==> src/rtl/mux_scan_ctrl.sv <==
//==============================================================================
// Module : mux_scan_ctrl
// Round-robin select sequencer for a 4:1 mux. It dwells on each enabled channel,
// captures the mux output, and publishes a coherent 4-bit frame with a done pulse.
// Rev    : 1.0
//==============================================================================
`default_nettype none

module mux_scan_ctrl #(
    parameter int DWELL_W = 8
) (
    input  logic               clk,
    input  logic               rst,
    input  logic               en,
    input  logic [DWELL_W-1:0] dwell,
    input  logic [3:0]         ch_mask,
    input  logic               mux_out,
    output logic [1:0]         ss,
    output logic [3:0]         sample,
    output logic               frame_done,
    output logic               busy
);

    typedef enum logic [0:0] {
        S_IDLE = 1'b0,
        S_SCAN = 1'b1
    } state_t;

    state_t             state_q, state_d;
    logic [1:0]         ss_q, ss_d;
    logic [3:0]         sample_q, sample_d;
    logic               frame_done_q, frame_done_d;
    logic               busy_q, busy_d;
    logic [DWELL_W-1:0] cnt_q, cnt_d;
    logic [3:0]         shadow_q, shadow_d;
    logic [3:0]         mask_q, mask_d;
    logic [DWELL_W-1:0] dwell_q, dwell_d;

    logic [3:0]         w_hi_mask;
    logic [1:0]         w_next_ss;
    logic [1:0]         w_first_ss;

    function automatic logic [1:0] lowest_bit(input logic [3:0] m);
        logic [1:0] r;
        r = 2'd0;
        for (int i = 3; i >= 0; i--) begin
            if (m[i]) r = 2'(i);
        end
        return r;
    endfunction

    // Enabled channels strictly above the current select.
    assign w_hi_mask  = mask_q & (4'b1110 << ss_q);
    assign w_next_ss  = lowest_bit(w_hi_mask);
    assign w_first_ss = lowest_bit(ch_mask);

    always_comb begin
        state_d      = state_q;
        ss_d         = ss_q;
        sample_d     = sample_q;
        frame_done_d = 1'b0;
        cnt_d        = cnt_q;
        shadow_d     = shadow_q;
        mask_d       = mask_q;
        dwell_d      = dwell_q;

        case (state_q)
            S_IDLE: begin
                if (en && (ch_mask != 4'd0)) begin
                    mask_d   = ch_mask;
                    dwell_d  = dwell;
                    ss_d     = w_first_ss;
                    cnt_d    = '0;
                    shadow_d = 4'd0;
                    state_d  = S_SCAN;
                end
            end
            S_SCAN: begin
                if (cnt_q != dwell_q) begin
                    cnt_d = cnt_q + 1'b1;
                end else begin
                    cnt_d          = '0;
                    shadow_d[ss_q] = mux_out;
                    if (w_hi_mask != 4'd0) begin
                        ss_d = w_next_ss;
                    end else begin
                        // Frame boundary: publish, then either restart or stop.
                        sample_d     = shadow_d & mask_q;
                        frame_done_d = 1'b1;
                        if (en && (ch_mask != 4'd0)) begin
                            mask_d   = ch_mask;
                            dwell_d  = dwell;
                            ss_d     = w_first_ss;
                            shadow_d = 4'd0;
                        end else begin
                            state_d = S_IDLE;
                        end
                    end
                end
            end
            default: state_d = S_IDLE;
        endcase

        busy_d = (state_d == S_SCAN);
    end

    always_ff @(posedge clk) begin
        if (rst) begin
            state_q      <= S_IDLE;
            ss_q         <= 2'd0;
            sample_q     <= 4'd0;
            frame_done_q <= 1'b0;
            busy_q       <= 1'b0;
            cnt_q        <= '0;
            shadow_q     <= 4'd0;
            mask_q       <= 4'd0;
            dwell_q      <= '0;
        end else begin
            state_q      <= state_d;
            ss_q         <= ss_d;
            sample_q     <= sample_d;
            frame_done_q <= frame_done_d;
            busy_q       <= busy_d;
            cnt_q        <= cnt_d;
            shadow_q     <= shadow_d;
            mask_q       <= mask_d;
            dwell_q      <= dwell_d;
        end
    end

    assign ss         = ss_q;
    assign sample     = sample_q;
    assign frame_done = frame_done_q;
    assign busy       = busy_q;

endmodule

`default_nettype wire

==> config.mk <==
export PLATFORM = sky130hd
export DESIGN_NAME = mux_scan_ctrl
export DESIGN_NICKNAME = d
export VERILOG_FILES = /design/src/rtl/mux_scan_ctrl.sv
export SDC_FILE = /design/constraint.sdc
export NUM_CORES = 1
export LEC_CHECK = 0
export BUFFER_PORTS_ARGS = -buffer_cell sky130_fd_sc_hd__buf_2
export CORE_UTILIZATION = 30
export DETAILED_ROUTE_END_ITERATION = 10
export PLACE_DENSITY = 0.48
export SKIP_LAST_GASP = 1
export SLEW_MARGIN = 10
export SYNTH_ARGS = -nofsm -noshare
export SYNTH_HDL_FRONTEND = slang
export SYNTH_SLANG_ARGS = --single-unit
==> constraint.sdc <==
create_clock -name clk -period 3.85 [get_ports clk]
set_clock_uncertainty 0.1 [all_clocks]
set_input_delay 0.1925 -clock clk [delete_from_list [all_inputs] [get_ports clk]]
set_output_delay 0.1925 -clock clk [all_outputs]
set_load 0.02 [all_outputs]
Word-level counts from Yosys, hierarchy flattened
Cells that the tools add are included.
- flip-flop bits (word level): 32
- output and inout bits: 8
- add/subtract/negate cells: 1
- order comparisons: 2
- eq/ne operators: 4
- shift operators: 1
- muxes and demuxes: 36
- bitwise gates (word level): 5
- reduce and logical (&&, ||, !) cells: 8
- operator list (kind ; count):
    8-bit two-way mux ; 5
    8-bit case mux with 2 select lines ; 2
    4-bit two-way mux ; 7
    2-bit two-way mux ; 11
    4-bit case mux with 2 select lines ; 2
    8-bit by 1-bit adder with 8-bit output (second input constant) ; 1
    4-bit AND ; 2
    8-bit inequality test ; 1
    4-bit nonzero test ; 2
    2-bit inequality test (second input constant) ; 3
    1-bit two-way mux ; 5
    4-bit bitwise mux ; 1
    2-bit case mux with 2 select lines ; 1
    2-bit AND reduction ; 2
    4-bit by 2-bit << shifter with 4-bit output (first input constant) ; 1
    2-bit by 3-bit less-than comparator with 1-bit output (second input constant) ; 1
    1-bit NOT ; 3
    3-bit AND reduction ; 1
    3-bit OR reduction ; 1
    1-bit demux with 2-bit select ; 1
    2-bit by 1-bit >= comparator with 1-bit output (second input constant) ; 1
    1-bit logical AND ; 2
    1-bit case mux with 2 select lines ; 1

Longest topological paths before layout
- word-level depth: 9
- gate-level depth with buffers: 6

Worst setup path after synthesis
No wires, ideal clock.
- path type: flip-flop to flip-flop
- start point: reg ss_q[0], in the netlist ss[0]
- end point: reg ss_q[0], in the netlist ss[0]
- library setup time: 0.095 ns
- arrival: 1.819 ns
- required time: 3.655 ns
- setup slack: 1.836 ns
- cell stages (with the launch flop): 7
- buffers on the path: 1
- clock period less this slack: 2.014 ns
- cell sequence: dfxtp_1 nand2_1 and2_1 or2_2 clkbuf_1 a221o_1 a221oi_1
- longest elaborated chain between the ends: 9
- RTL lines (what ; line ; text):
    start: declaration ; 30 ; logic [1:0] ss_q, ss_d;
    start signal: assignment ; 120 ; ss_q <= ss_d;
    4-bit by 2-bit << shifter with 4-bit output ; 53 ; assign w_hi_mask = mask_q & (4'b1110 << ss_q);
    4-bit AND ; 53 ;
    2-bit two-way mux (4 in series) ; 47 ; if (m[i]) r = 2'(i);
    2-bit two-way mux ; 84 ; if (w_hi_mask != 4'd0) begin
    2-bit two-way mux ; 79 ; if (cnt_q != dwell_q) begin
    2-bit case mux with 2 select lines * ; 67 ; case (state_q)
Mark *: on every way between the ends. The rest lies on a longest branch, timed or not. The select of a mux whose other input is x is not followed.
A chain may end at the register's enable or synchronous reset.

Worst setup path after layout
- start point: reg ss_q[1], in the netlist ss[1]
- end point: reg mask_q[0]
- longest elaborated chain between the ends: 5
- RTL lines (what ; line ; text):
    4-bit by 2-bit << shifter with 4-bit output ; 53 ;
    4-bit AND ; 53 ;
    4-bit nonzero test ; 84 ;
    2-bit inequality test (no line) ; - ;
    2-bit AND reduction (no line) ; - ;
    end signal: assignment ; 126 ; mask_q <= mask_d;
    end: declaration ; 36 ; logic [3:0] mask_q, mask_d;
Every way passes these cells.

==> results.cfg <==
[worst_setup_path]
startpoint_type = register
ff2ff_path_depth = 5
critPathArrivalTime_ns = 2.57
cp-endpoint = mask_q[0]
worstSetupEndpointType = register
cp_max_fo = 12
reg2reg_slack_ns = 1.39
cp-startpoint = ss[1]
crit_type = reg2reg
reg2reg_from = ss[1]
worstPathRequired_ns = 3.96
rr_endpoint = mask_q[0]

[floorplanning]
num_rows = 27
core_area_sq_mm = 0.00551
fp.dieW_microns = 77.6
initial_core_util_pct = 31.1
dieArea_sq_mm = 0.00602
die_h_microns = 77.6
ioPinCount = 24

[grt]
use_met2_pct = 18.8
grt_util_all_layers_pct = 13.2
antenna_found_initial = 0
grt_pass1_vias = 1282
grt_max_degree = 42
grt_overflow = 0
gr-usage-met3_pct = 3.65
top_usage_layer = met1
met1_usage_pct = 18.8
grt_pass1_wl_mm = 6.27

[run]
drv_cap = 0

[detailed_routing]
drt_iter0_drc = 56
remaining_drc_errors = 0
vias = 1377
drt-wirelength-per-cell_microns = 12.7
ant_nets = 0
detail_route.vias_per_cell = 4.78
wl_mm = 3.67
dr.pass1.iters = 4

[clock_tree]
cts_tree = yes
clk_latency_ns = 0.28
cts_setup_buffers = 0
cts_buffer_depth = 2
htree_levels = 2
cts_resized = 0
clockRootBuffer = clkbuf_8
cts_made_buffers = 5
clkTransAtPathRegs_ns = 0.07
hold_buffers = 0
cts.sink_count = 32

[placement]
gp_congestion = 0.745
dp_hpwl_mm = 2.59
numPortBuffers = 23

[layout]
drive_above_1_share_pct = 18.1
n_antenna_cell = 0
fillers = 581
final_cell_mix = dfxtp_1, nand2b_1, buf_2
final_util_pct = 35.9
final_common_cell = dfxtp_1
nets = 232
syn2layout_area_growth_pct = 15.3

[timing]
period_needed_ns = 2.46
finalMaxSlewViolations = 0
fin_hold_ws_ns = 0.0658
tightest_slew_ns = 0.816
setup_viol_count_final = 0
slew-limit-headroom_pct = 45.6
hold_violations = 0
tns_ns = 0
finalCritPeriodShare_pct = 64.0
rsz0062_at_grt = no
fmax_mhz = 406

[power_and_ir_drop]
leakagePower_nw = 0.787
ir_worst_vdd_uv = 136
p_per_area_mw_per_mm2 = 421

[synthesis]
async_flop_share_pct = 0
ys_seq_elements = 32
synth_fp_nets = 210
synth_area_sq_mm = 0.00171
yosysWarnings = 0
synth_edf_count = 0
synth_seq_area_share_pct = 37.4
ys.flop_type = dfxtp_1
ys_types = 38
syn_inst = 193
avgSynthCellArea_sq_um = 8.88

[worst_hold_path]
worstHoldPathType = in2reg

[run_status]
status = completed
-- stage by stage --
step	setup slack (ns)	std cells	area [sq um]	total power [mW]
final	1.39	288	1980	0.832
after CTS	1.35	288	1980	0.846
after floorplan	1.84	193	1710	0.529
after global placement	1.39	280	1880	0.574
after global routing	1.13	288	1980	0.883
after detailed placement	1.37	280	1880	0.575
-- area by class of cell --
type / count / area [sq um] / area share [%]
Clock buffer: 6 / 82.6 / 4.18
Sequential cell: 32 / 641 / 32.4
Inverter: 4 / 15.0 / 0.759
Tap cell: 72 / 90.1 / 4.56
Timing Repair Buffer: 24 / 123 / 6.20
Clock inverter: 2 / 10.0 / 0.506
Multi-Input combinational cell: 148 / 1020 / 51.4
-- critical path, cell delays in order, from the launching register on --
cell	delay [ns]
dfxtp_1	0.57
nand2_1	0.16
and2_1	0.20
or2_2	0.41
o31ai_4	0.70
mux2i_1	0.25
-- worst min-delay path by stage --
stage,startpoint,endpoint,slack [ns],cells after the start
final,dwell[7],dwell_q[7],0.07,3
after CTS,dwell[7],dwell_q[7],0.06,3
after global routing,dwell[3],dwell_q[3],0.07,3
after floorplan,dwell[2],dwell_q[2],0.25,2
after global placement,shadow_q[2],shadow_q[2],0.35,2
after detailed placement,dwell[7],dwell_q[7],0.36,3
-- synth_stat cells (2+ instances only) --
library cell | n | area [sq um]
dfxtp_1 | 32 | 641
nand2b_1 | 27 | 169
mux2i_1 | 16 | 160
nand2_1 | 14 | 52.6
a21oi_1 | 12 | 60.1
o21ai_0 | 11 | 55.1
nand3_1 | 9 | 45.0
nor2_1 | 9 | 33.8
xor2_1 | 8 | 70.1
clkbuf_1 | 7 | 26.3
inv_1 | 4 | 15.0
or3_1 | 4 | 25.0
a31oi_1 | 3 | 18.8
and3_1 | 3 | 18.8
or4b_1 | 3 | 30.0
xnor2_1 | 3 | 26.3
a211oi_1 | 2 | 15.0
a311oi_1 | 2 | 17.5
nor2b_1 | 2 | 12.5
nor3_1 | 2 | 10.0
nor4_4 | 2 | 42.5
o21a_1 | 2 | 15.0
-- sequential cells by signal, indices dropped and copies added (netlist names) --
name,count
cnt_q,8
dwell_q,8
mask_q,4
sample,4
shadow_q,4
ss,2
busy,1
frame_done,1
-- kinds of logic (layout without fill, tap and decap cells) --
logic type,count (synthesis),after routing,share of synthesized area (%)
AND/OR/NAND/NOR,79,79,27.3
AO/OA/AOI/OAI,41,41,16.3
flip-flops,32,32,37.4
multiplexers,16,16,9.34
buffers and inverters,13,36,3.36
XOR/XNOR,11,11,5.62
adder cells (fa/ha/maj),1,1,0.730
-- where the power goes --
group          switching, mW  internal [mW]  total [mW]
logic                  0.112         0.0746       0.187
registers             0.0261          0.353       0.379
clock network          0.124          0.143       0.266
total                  0.262          0.570       0.832
-- layer usage --
layer  vias up  part of all wire, %
met4         0                  1.6
li1        727                    -
met1       618                   55
met2        26                   39
met3         6                  4.0
met5         -                    0
Note: power is estimated with default switching activity, not from simulation.
